`config.mk`:
```
export PLATFORM = sky130hd
export DESIGN_NAME = irq_requester_flat
export DESIGN_NICKNAME = d
export VERILOG_FILES = /design/src/rtl/irq_requester_if.sv /design/src/rtl/irq_requester.sv /design/src/flat_wrapper.sv
export SDC_FILE = /design/constraint.sdc
export NUM_CORES = 1
export LEC_CHECK = 0
export ABC_AREA = 1
export CAP_MARGIN = 10
export CORE_MARGIN = 2
export CORE_UTILIZATION = 40
export DETAILED_ROUTE_END_ITERATION = 6
export PLACE_DENSITY = 0.8
export SLEW_MARGIN = 40
export SYNTH_ARGS = -nofsm -noshare
export SYNTH_HDL_FRONTEND = slang
export SYNTH_SLANG_ARGS = --single-unit
```
`constraint.sdc`:
```
create_clock -name clk -period 2.8 [get_ports clk]
set_input_delay 0.84 -clock clk [delete_from_list [all_inputs] [get_ports clk]]
set_output_delay 0.84 -clock clk [all_outputs]
set_load 0.005 [all_outputs]
```
`src/rtl/irq_requester_if.sv`:
```
// Bundle of the peripheral request lines, the CPU's IRQ signals and the register port.
// The master modport is the CPU/peripheral side; the slave modport is the requester.
interface irq_requester_if;
  logic [6:0]  src;
  logic        eirq;
  logic [2:0]  irq_code;
  logic        irq_busy;
  logic        wr;
  logic [1:0]  addr;
  logic [15:0] wdata;
  logic [15:0] rdata;

  modport master (
    output src, eirq, wr, addr, wdata,
    input  irq_code, irq_busy, rdata
  );

  modport slave (
    input  src, eirq, wr, addr, wdata,
    output irq_code, irq_busy, rdata
  );
endinterface

```
`src/rtl/irq_requester.sv`:
```
// Interrupt source for the CPU's 3-bit vectored IRQ input. Latches up to seven
// peripheral requests, issues the highest-index unmasked pending one as code i+1,
// holds it until end-of-interrupt, then forces one all-zero GAP cycle before the
// next issue.
//
//  state  | meaning
//  IDLE   | no code on the bus; issue the highest unmasked pending source
//  REQ    | irq_code held for source r_cur until eirq
//  GAP    | one cycle of irq_code=0 so the CPU sees a clean all-zero code
module irq_requester #(
  parameter int          NSRC      = 7,
  parameter logic [6:0]  EDGE_MASK = 7'h7F
) (
  input logic            clk,
  input logic            rst,
  irq_requester_if.slave bus
);

  typedef enum logic [1:0] {
    S_IDLE = 2'd0,
    S_REQ  = 2'd1,
    S_GAP  = 2'd2
  } state_t;

  // Valid-source mask: bits at and above NSRC are tied off everywhere.
  localparam logic [7:0] SRC_ONES  = 8'hFF >> (8 - NSRC);
  localparam logic [6:0] SRC_VALID = SRC_ONES[6:0];

  state_t      r_state;
  logic [2:0]  r_cur;
  logic [2:0]  r_irq_code;
  logic        r_irq_busy;
  logic [6:0]  r_src_q;
  logic [6:0]  r_mask;
  logic [6:0]  r_pending;
  logic        r_err;

  state_t      w_state_nxt;
  logic [2:0]  w_cur_nxt;
  logic [2:0]  w_code_nxt;
  logic        w_busy_nxt;
  logic        w_eoi;
  logic        w_err_set;
  logic [2:0]  w_hi;
  logic [6:0]  w_active;
  logic [6:0]  w_set;
  logic [6:0]  w_force;
  logic [6:0]  w_clr_sw;
  logic [6:0]  w_clr;
  logic [6:0]  w_cur_onehot;
  logic [6:0]  w_pend_nxt;
  logic        w_wr_mask;
  logic        w_wr_pend;
  logic        w_wr_stat;
  logic        w_wr_force;
  logic        w_unused;

  assign w_unused   = ^bus.wdata[14:7];

  assign w_wr_mask  = bus.wr && (bus.addr == 2'd0);
  assign w_wr_pend  = bus.wr && (bus.addr == 2'd1);
  assign w_wr_stat  = bus.wr && (bus.addr == 2'd2);
  assign w_wr_force = bus.wr && (bus.addr == 2'd3);

  assign w_active     = r_pending & r_mask & SRC_VALID;
  assign w_cur_onehot = 7'b1 << r_cur;

  // Request detection: edge sources fire on a rising transition, level sources
  // every cycle they are high; software FORCE writes add to the same set vector.
  always_comb begin
    w_force = w_wr_force ? bus.wdata[6:0] : 7'd0;
    w_set   = ((bus.src & ~r_src_q & EDGE_MASK) | (bus.src & ~EDGE_MASK) | w_force)
              & SRC_VALID;
  end

  // Pending clear sources: software W1C (except the bit in service) and end-of-interrupt.
  // Sets are OR-ed in after clears so a coincident set always wins.
  always_comb begin
    w_clr_sw = w_wr_pend ? bus.wdata[6:0] : 7'd0;
    if (r_state == S_REQ) begin
      w_clr_sw = w_clr_sw & ~w_cur_onehot;
    end
    w_clr      = w_clr_sw | (w_eoi ? w_cur_onehot : 7'd0);
    w_pend_nxt = ((r_pending & ~w_clr) | w_set) & SRC_VALID;
  end

  // FSM next-state and registered-output values.
  always_comb begin
    w_state_nxt = r_state;
    w_cur_nxt   = r_cur;
    w_code_nxt  = r_irq_code;
    w_busy_nxt  = r_irq_busy;
    w_eoi       = 1'b0;
    w_err_set   = 1'b0;
    w_hi        = 3'd0;
    for (int i = 0; i < 7; i++) begin
      if (w_active[i]) begin
        w_hi = 3'(i);
      end
    end
    case (r_state)
      S_IDLE: begin
        w_err_set = bus.eirq;
        if (|w_active) begin
          w_state_nxt = S_REQ;
          w_cur_nxt   = w_hi;
          w_code_nxt  = w_hi + 3'd1;
          w_busy_nxt  = 1'b1;
        end
      end
      S_REQ: begin
        if (bus.eirq) begin
          w_eoi       = 1'b1;
          w_state_nxt = S_GAP;
          w_code_nxt  = 3'd0;
          w_busy_nxt  = 1'b0;
        end
      end
      S_GAP: begin
        w_err_set   = bus.eirq;
        w_state_nxt = S_IDLE;
      end
      default: begin
        w_state_nxt = S_IDLE;
        w_code_nxt  = 3'd0;
        w_busy_nxt  = 1'b0;
      end
    endcase
  end

  // FSM state and the code/busy outputs; reset drops irq_code immediately.
  always_ff @(posedge clk or posedge rst) begin
    if (rst) begin
      r_state    <= S_IDLE;
      r_cur      <= 3'd0;
      r_irq_code <= 3'd0;
      r_irq_busy <= 1'b0;
    end else begin
      r_state    <= w_state_nxt;
      r_cur      <= w_cur_nxt;
      r_irq_code <= w_code_nxt;
      r_irq_busy <= w_busy_nxt;
    end
  end

  // Request history and pending latch.
  always_ff @(posedge clk or posedge rst) begin
    if (rst) begin
      r_src_q   <= 7'd0;
      r_pending <= 7'd0;
    end else begin
      r_src_q   <= bus.src & SRC_VALID;
      r_pending <= w_pend_nxt;
    end
  end

  // Software mask and sticky error (a new error beats a coincident clear).
  always_ff @(posedge clk or posedge rst) begin
    if (rst) begin
      r_mask <= 7'd0;
      r_err  <= 1'b0;
    end else begin
      if (w_wr_mask) begin
        r_mask <= bus.wdata[6:0] & SRC_VALID;
      end
      if (w_err_set) begin
        r_err <= 1'b1;
      end else if (w_wr_stat && bus.wdata[15]) begin
        r_err <= 1'b0;
      end
    end
  end

  // Combinational register read-back.
  always_comb begin
    case (bus.addr)
      2'd0:    bus.rdata = {9'd0, r_mask};
      2'd1:    bus.rdata = {9'd0, r_pending};
      2'd2:    bus.rdata = {r_err, 9'd0, r_state, 1'b0, r_irq_code};
      default: bus.rdata = 16'd0;
    endcase
  end

  assign bus.irq_code = r_irq_code;
  assign bus.irq_busy = r_irq_busy;

endmodule
```
`src/flat_wrapper.sv`:
```
// flat-port wrapper written by rule: the top's interface ports become plain ports
module irq_requester_flat 
#(
  parameter int          NSRC      = 7,
  parameter logic [6:0]  EDGE_MASK = 7'h7F
)
  (clk, rst, bus_src, bus_eirq, bus_wr, bus_addr, bus_wdata, bus_irq_code, bus_irq_busy, bus_rdata);
  irq_requester_if bus_i ();
  input logic clk;
  input logic rst;
  input wire logic [$bits(bus_i.src)-1:0] bus_src;
  input wire logic [$bits(bus_i.eirq)-1:0] bus_eirq;
  input wire logic [$bits(bus_i.wr)-1:0] bus_wr;
  input wire logic [$bits(bus_i.addr)-1:0] bus_addr;
  input wire logic [$bits(bus_i.wdata)-1:0] bus_wdata;
  output wire logic [$bits(bus_i.irq_code)-1:0] bus_irq_code;
  output wire logic [$bits(bus_i.irq_busy)-1:0] bus_irq_busy;
  output wire logic [$bits(bus_i.rdata)-1:0] bus_rdata;
  assign bus_i.src = bus_src;
  assign bus_i.eirq = bus_eirq;
  assign bus_i.wr = bus_wr;
  assign bus_i.addr = bus_addr;
  assign bus_i.wdata = bus_wdata;
  assign bus_irq_code = bus_i.irq_code;
  assign bus_irq_busy = bus_i.irq_busy;
  assign bus_rdata = bus_i.rdata;
  irq_requester #(.NSRC(NSRC), .EDGE_MASK(EDGE_MASK)) u_core (.clk(clk), .rst(rst), .bus(bus_i));
endmodule
```
### Word-level counts from Yosys, hierarchy flattened

Index checks and enable logic that the tools add are counted.

* bits of input ports: 29
* output and inout bits: 20
* flip-flop bits (word level): 31
* logic and storage cells: 66

* muxes and demuxes: 25
* shift-type cells: 1
* add/subtract/negate cells: 1
* reduce and logical (&&, ||, !) cells: 13
* bitwise operators: 11
* equal/unequal tests: 7

Operators by type and width (count)
* case mux 16 bit (3 select lines): 1
* bitwise AND 7 bit: 4
* 2-to-1 mux 7 bit: 4
* 2-to-1 mux 3 bit: 7
* NOT 7 bit: 3
* bitwise OR 7 bit: 3
* case mux 3 bit (3 select lines): 1
* 2-to-1 mux 1 bit: 8
* OR reduction 7 bit: 1
* << shifter 1 x 3 -> 7 bit (first input constant): 1
* equality test 2 bit (second input constant): 3
* logical AND 1 bit: 5
* equality test 2 x 1 -> 1 bit (second input constant): 2
* zero test 2 bit: 2
* 2-to-1 mux 2 bit: 2
* case mux 2 bit (2 select lines): 1
* AND reduction 2 bit: 2
* adder 3 x 1 -> 3 bit (second input constant): 1
* case mux 1 bit (3 select lines): 1
* AND reduction 3 bit: 1
* inequality test 2 x 1 -> 1 bit (second input constant): 1
* inequality test 2 bit (second input constant): 1
* nonzero test 2 bit: 1
* OR reduction 2 bit: 1
* NOT 1 bit: 1

### Logic depth before layout (Yosys ltp)

Gate-level depths: netlist of run 1.

* depth in word-level cells: 10
* mapped depth: 13
* depth with buffers taken out: 13

### Worst setup path after synthesis of run 1

No wires, ideal clock.

* path kind: input -> output
* start: input bus_addr[0]
* end: output bus_rdata[3]
* buffers on the path: 0
* setup slack: 770 ps
* arrival: 1190 ps
* data required time: 1960 ps
* cell stages on the path: 3
* cells stage by stage: inv_2 > nor2_4 > a22o_1

* longest elaborated chain between the ends: 2
* elaborated cells between the ends (all ways): 4
* those cells by class: eq/ne (2); mux (1); reduce/logical (1)

RTL lines
* start, declared: RTL line flat_wrapper.sv:14 `input wire logic [$bits(bus_i.addr)-1:0] bus_addr;`
* equality test 2 bit, or another cell as far along: RTL line irq_requester.sv:176 `case (bus.addr)`
* case mux 16 bit (3 select lines) *: RTL line irq_requester.sv:176
* end, declared: RTL line flat_wrapper.sv:18 `output wire logic [$bits(bus_i.rdata)-1:0] bus_rdata;`

Every way passes the cells marked *; elsewhere a longest branch is shown, timed or not.

### Worst setup path in the final report of run 1

* start: input bus_addr[1]
* end: output bus_rdata[1]

The elaborated chain is that of the path after synthesis.

==> results of run 1 <==
==> layout by cell type, fill, tap and decap left out, types with 5 or more instances in the layout <==
cell	netlist	final
clkbuf_8	0	7
inv_1	24	23
buf_4	8	7
nor2_1	17	17
nand2_1	73	71
conb_1	1	8
inv_2	4	5
nand2_2	3	5
a22oi_1	5	5
clkdlybuf4s50_1	0	24
dfrtp_1	31	31
o21ai_1	14	14
nand3_1	21	21
==> registers in the layout, summed over array words and instances (netlist names) <==
name and cells:
u_core.bus.irq_busy 1, u_core.bus.irq_code 3, u_core.r_cur 3, u_core.r_err 1, u_core.r_mask 7, u_core.r_pending 7, u_core.r_src_q 7, u_core.r_state 2
==> repair_timing <==
action | CTS | global route
buffers inserted | 1 | 3
resized for setup | 12 | 6
pin swaps | 4 | 2
setup endpoints to repair | 8 | 4
hold endpoints to repair | 0 | 0
==> through the flow <==
step / setup WS [ns] / std cells / util (%) / hold slack [ns] / area (um^2)
floorplan: 0.7704 / 227 / - / 0.4723 / 1697
global placement: -0.4641 / 301 / 50.61 / 0.4685 / 2024
detailed placement: -0.4637 / 301 / 50.61 / 0.4741 / 2024
CTS: 0.0007054 / 310 / 53.02 / 0.4889 / 2121
global route: -0.003790 / 313 / 53.89 / 0.4988 / 2156
finish: 0.06508 / 313 / 53.89 / 0.4847 / 2156
==> where the power goes <==
group	internal, W	total [W]	switching [W]	leakage [nW]
Clock	0.000224	0.000385	0.000161	0.0515
Combinational	0.000259	0.000593	0.000334	0.716
Sequential	0.000563	0.000681	0.000118	0.357
Total	0.00105	0.00166	0.000613	1.12
==> area by class of cell <==
| type | instances | area, um^2 | share of cell area, % |
|---|---|---|---|
| sequential | 31 | 775.7 | 35.98 |
| multi-input combinational | 158 | 750.7 | 34.82 |
| timing repair buffer | 38 | 361.6 | 16.77 |
| inverter | 28 | 105.1 | 4.875 |
| clock buffer | 8 | 100.1 | 4.643 |
| tap | 50 | 62.56 | 2.902 |
==> worst max-delay path, cell delays in order <==
cell	delay, ns
buf_2	0.15
nor2_4	0.25
nand2_2	0.08
nand3_1	0.09
clkdlybuf4s50_1	0.50
==> final timing paths <==
kind | from | to | slack (ns) | cells after the start
max | bus_addr[1] | bus_rdata[1] | 0.07 | 5
min | u_core.bus.irq_busy$_DFFE_PP0P_ | u_core.bus.irq_busy$_DFFE_PP0P_ | 0.48 | 2
max reg2reg | u_core.r_pending[1]$_DFF_PP0_ | u_core.bus.irq_code[1]$_DFFE_PP0P_ | 1.27 | 12
min reg2reg | u_core.bus.irq_busy$_DFFE_PP0P_ | u_core.bus.irq_busy$_DFFE_PP0P_ | 0.48 | 2
max in group asynchronous | rst | u_core.bus.irq_code[0]$_DFFE_PP0P_ | 1.59 | 3
min in group asynchronous | rst | u_core.r_mask[6]$_DFFE_PP0P_ | 0.93 | 3
==> metal layers <==
metal	GRT usage [%]	routed length [um]	vias up	part of all wire, %
met2	32.69	1858	42	48
met3	5.844	204	6	5.3
met5	0	0	-	0
met1	23.43	1706	684	45
met4	7.750	63	0	1.6
li1	-	-	775	-
==> logic make-up (layout without fill, tap and decap cells) <==
family	Yosys count	after routing
buffers and inverters	38	74
DFF	31	31
AOI/OAI and AO/OA	27	27
other	1	8
and+or+nand+nor	122	122
adders and majority gates	1	1
==> out/metrics.csv, run 1 <==
stage,metric,value,unit
logic_synthesis,yosys.area.top_type_share,46.44,%
routing,drtAntennaViolNets,0,
global_routing,grt_use_total,19.54,%
floorplanning,fp.dieW,68.62,um
logic_synthesis,synthDistinctLibCells,23,
setup_path,arrival,1.89,ns
logic_synthesis,synth_edf_count,0,
floorplanning,start_util,41.76,%
routing,firstDrtPassIters,4,
global_routing,grt_pass1_vias,1518,
layout,fillers,396,
sta,hold_violations,0,
global_routing,antenna_found_initial,0,
clock_network,cts_buffers,5,
hold_path,hp-class,reg -> reg,
logic_synthesis,postSynth.asyncResetShare,100.0,%
sta,clock.fmax,365.6,MHz
routing,route.detailed.drc,0,
logic_synthesis,post-synth-top-area-cell,dfrtp_1,
setup_path,critPathCaptureType,output pin,
clock_network,ctsRootBufferMaster,clkbuf_8,
logic_synthesis,synth_compound_area_share,10.19,%
floorplanning,die_h,68.62,um
logic_synthesis,synth.avg_cell_area,7.593,um^2
global_routing,grt_overflow,0,
power,peakVddDrop,0.0002966,V
logic_synthesis,yosys_warnings,0,
logic_synthesis,synth.area.mux_share,0,%
clock_network,cts_buffer_depth,2,
outcome,outcome,"complete, no violations",
floorplanning,core-area,0.004000,mm^2
sta,drv_slew,0,
placed_design,hpwl,2812,um
routing,drt_wl_total,3832,um
power,p_leak,1.125,nW
logic_synthesis,synthFlopType,dfrtp_1,
floorplanning,io_pins,49,
layout,nets,292,
layout,syn_to_final_growth,29.06,%
clock_network,cts_sinks,31,
logic_synthesis,synth-simple-area-share,31.91,%
sta,setup-tns-final,0,ns
clock_network,clock_latency,0.28,ns
global_routing,grt_pass1_wl,6624,um
sta,final.min_clock_period,2.735,ns
logic_synthesis,synth_area,0.001670,mm^2
routing,via_per_inst,4.815,
power,p_total,0.001659,W
logic_synthesis,synth_cells,220,
clock_network,htree_levels,2,
floorplanning,num_rows,23,
logic_synthesis,ys_seq_area_share,46.44,%
run,max-cap-violations,0,
setup_path,required,1.96,ns
logic_synthesis,netlist_top_cells_count,"nand2_1 (73), dfrtp_1 (31), inv_1 (24)",
placed_design,place_congestion,0.9861,
sta,finalClockSkew,0.001470,ns
layout,layout-drive-gt1-share,11.79,%
sta,setup_violations,0,
setup_path,critPathLaunchType,input port,
logic_synthesis,synth_top_family_by_area,simple AND/OR/NAND/NOR gates,
setup_path,critPathKind,in -> out,
layout,diodes,0,
logic_synthesis,ys_ff_latch,31,
setup_path,path_max_fanout,7,
routing,wl_per_cell,12.24,um
logic_synthesis,synth-adder-area-share,0.7491,%
logic_synthesis,yosysMostFrequentCell,nand2_1,
clock_network,cts_hold_buf,0,
logic_synthesis,yosys-top-cells-area,"dfrtp_1 (46%), nand2_1 (16%), nand3_1 (6.3%)",
global_routing,grt_max_degree,32,
floorplanning,dieArea,0.004709,mm^2
routing,drt_iter0_drc,87,
logic_synthesis,synth_xor_xnor_area_share,0,%
clock_network,clkTransAtPathRegs,0.06,ns
sta,min_period_over_period,97.68,%
clock_network,cts_tree,yes,
power,p_per_area,769.3,mW/mm^2
routing,vias,1507,
placed_design,io_buffer_count,32,
(Power assumes the default switching activity.)
==> run 2, diff against run 1 <==
==> constraint.sdc (replaced) <==
create_clock -name clk -period 3.3 [get_ports clk]
set_input_delay 0.99 -clock clk [delete_from_list [all_inputs] [get_ports clk]]
set_output_delay 0.99 -clock clk [all_outputs]
set_load 0.005 [all_outputs]
==> run 2 against run 1 <==
Sequential cell count stayed put; combinational power is 14% lower; global-route usage is 0.70 points lower; register-to-register slack better by 0.49 ns; sequential share of layout area is 0.17 points lower; clock-buffer cell count stayed put; critical path type unchanged; critical path depth is 1 higher.
==> out/metrics.csv, run 2 (synthesis gave the netlist of run 1 again) <==
stage,metric,value,unit,change
setup_path,worstPathCellList,"clkdlybuf4s15_2, inv_2, nor2_4, buf_4, a22o_1, clkdlybuf4s50_1",,"was buf_2, nor2_4, nand2_2, nand3_1, clkdlybuf4s50_1"
sta,clock.fmax,312.4,MHz,
setup_path,crit_end,bus_rdata[3],,was bus_rdata[1]
routing,drtAntennaViolNets,0,,unchanged
setup_path,startpoint,bus_addr[0],,was bus_addr[1]
clock_network,cts_tree,yes,,unchanged
routing,wl_per_cell,12.24,um,about the same
sta,drv_slew,0,,unchanged
routing,drt_iter0_drc,68,,was 87
power,peakVddDrop,0.0002486,V,was 0.0002966 V
setup_path,cp_slowest_cell,clkdlybuf4s50_1,,unchanged
setup_path,arrival,2.21,ns,was 1.89 ns
layout,syn_to_final_growth,29.66,%,was 29.06%
clock_network,cts_sinks,31,,unchanged
global_routing,grt_overflow,0,,unchanged
floorplanning,start_util,41.76,%,unchanged
placed_design,place_congestion,0.9817,,was 0.9861
layout,stdcell_area,0.002166,mm^2,was 0.002156 mm^2
power,p_per_area,653.2,mW/mm^2,was 769.3 mW/mm^2
layout,utilization,54.14,%,was 53.89%
sta,min_period_over_period,97.01,%,
sta,rsz0062_at_grt,no,,
run,max-cap-violations,0,,unchanged
placed_design,dp.cells,301,,unchanged
setup_path,critPathCaptureType,output pin,,unchanged
layout,diodes,0,,unchanged
routing,firstDrtPassIters,4,,unchanged
routing,route.detailed.drc,0,,unchanged
floorplanning,fp.dieW,68.62,um,unchanged
setup_path,path_max_fanout,5,,was 7
clock_network,ctsRootBufferMaster,clkbuf_8,,unchanged
power,p_total,0.001415,W,was 0.001659 W
clock_network,cts_buffers,5,,unchanged
global_routing,grt_pass1_vias,1464,,was 1518
floorplanning,num_rows,23,,unchanged
layout,top_regs,"u_core.r_mask x7, u_core.r_pending x7, u_core.r_src_q x7",,unchanged
setup_path,reg2reg_to,u_core.bus.irq_code[1]$_DFFE_PP0P_,,unchanged
layout,fillers,389,,was 396
layout,mostFrequentLayoutCells,"nand2_1 (73), dfrtp_1 (31), clkdlybuf4s50_1 (30)",,"was nand2_1 (71), dfrtp_1 (31), clkdlybuf4s50_1 (24)"
floorplanning,io_pins,49,,unchanged
sta,whs,0.4909,ns,was 0.4847 ns
sta,final.min_clock_period,3.201,ns,
setup_path,critPathLaunchType,input port,,unchanged
power,p_leak,1.089,nW,was 1.125 nW
sta,finalClockSkew,0.004897,ns,was 0.001470 ns
layout,nets,294,,was 292
setup_path,reg2regPathDepth,12,,unchanged
layout,final_common_cell,nand2_1,,unchanged
global_routing,grt_max_degree,32,,unchanged
hold_path,whs_path_depth,2,,unchanged
setup_path,rrSetupSlack,1.76,ns,was 1.27 ns
routing,via_per_inst,4.873,,was 4.815
floorplanning,die_h,68.62,um,unchanged
sta,setup_violations,0,,unchanged
clock_network,clock_latency,0.28,ns,about the same
clock_network,cts_buffer_depth,2,,unchanged
routing,drt_wl_total,3857,um,was 3832 um
routing,vias,1535,,was 1507
clock_network,htree_levels,2,,unchanged
layout,layout-drive-gt1-share,11.32,%,was 11.79%
setup_path,required,2.31,ns,was 1.96 ns
outcome,outcome,"complete, no violations",,unchanged
setup_path,critPathKind,in -> out,,unchanged
global_routing,grt_use_total,18.85,%,was 19.54%
setup_path,cpPeakStageDelay,0.49,ns,was 0.50 ns
floorplanning,core-area,0.004000,mm^2,unchanged
hold_path,hp-class,reg -> reg,,unchanged
placed_design,hpwl,2808,um,was 2812 um
clock_network,clkTransAtPathRegs,0.06,ns,about the same
placed_design,placed_area,0.002024,mm^2,unchanged
placed_design,io_buffer_count,32,,unchanged
layout,fin_cells,315,,was 313
floorplanning,dieArea,0.004709,mm^2,unchanged
global_routing,antenna_found_initial,0,,unchanged
global_routing,grt_pass1_wl,6492,um,was 6624 um
sta,hold_violations,0,,unchanged
setup_path,reg2reg_from,u_core.r_pending[1]$_DFF_PP0_,,unchanged
run 2: cell types whose count changed in the layout (fill, tap and decap cells not counted), sizes merged:
cell and change:
clkdlybuf4s50 +6, dlygate4sd2 -3, dlymetal6s2s -3, clkbuf +1, clkdlybuf4s15 +1
run 2: report_power, final:
part           total [W]  leakage [nW]  internal, W  switching (W)
sequential      0.000577         0.357     0.000478      0.0000997
clock           0.000326        0.0515     0.000190       0.000136
combinational   0.000512         0.681     0.000228       0.000284
run 2: stage by stage:
step,setup TNS [ns],setup WS (ns)
5_1_grt,0,0.01503
2_1_floorplan,0,0.9704
3_3_place_gp,-1.776,-0.2643
4_1_cts,0,0.008001
3_5_place_dp,-1.960,-0.2813
6_report,0,0.09870
run 2: how the worst min path moves through the flow:
| stage | from | endpoint | slack, ns |
|---|---|---|---|
| 3_5_place_dp | u_core.bus.irq_busy$_DFFE_PP0P_ | u_core.bus.irq_busy$_DFFE_PP0P_ | 0.49 |
| 5_1_grt | u_core.bus.irq_busy$_DFFE_PP0P_ | u_core.bus.irq_busy$_DFFE_PP0P_ | 0.52 |
| 4_1_cts | u_core.bus.irq_busy$_DFFE_PP0P_ | u_core.bus.irq_busy$_DFFE_PP0P_ | 0.50 |
| 6_report | u_core.bus.irq_busy$_DFFE_PP0P_ | u_core.bus.irq_busy$_DFFE_PP0P_ | 0.49 |
| 2_1_floorplan | u_core.r_err$_DFFE_PP0P_ | u_core.r_err$_DFFE_PP0P_ | 0.47 |
| 3_3_place_gp | u_core.bus.irq_busy$_DFFE_PP0P_ | u_core.bus.irq_busy$_DFFE_PP0P_ | 0.47 |
run 2: what timing repair did:
action | CTS | global route
cloned | 0 | 0
hold buffers | 0 | 0
pin swaps | 1 | 2
setup buffers | 0 | 6
resized for setup | 4 | 2
endpoints found under the setup margin | 8 | 7
run 2: final cells by class:
type	instances	area [um^2]	area share, %
flip-flops and latches	31	775.7	35.82
multi-input cells	158	745.7	34.43
repair buffers	40	376.6	17.39
inverters	28	105.1	4.853
clock buffers	8	100.1	4.622
well taps	50	62.56	2.889
run 2: metal layers:
metal	track usage, %	up-vias	wire, um
met2	33.29	47	1955
li1	-	773	-
met5	0	-	0
met1	22.08	711	1661
met4	6.250	0	41
met3	4.870	4	199
run 2: critical path: cells and delay by family:
family                 cells  cell delay (ns)
AOI/OAI and AO/OA          1             0.13
buffers and inverters      4             0.95
and+or+nand+nor            1             0.14
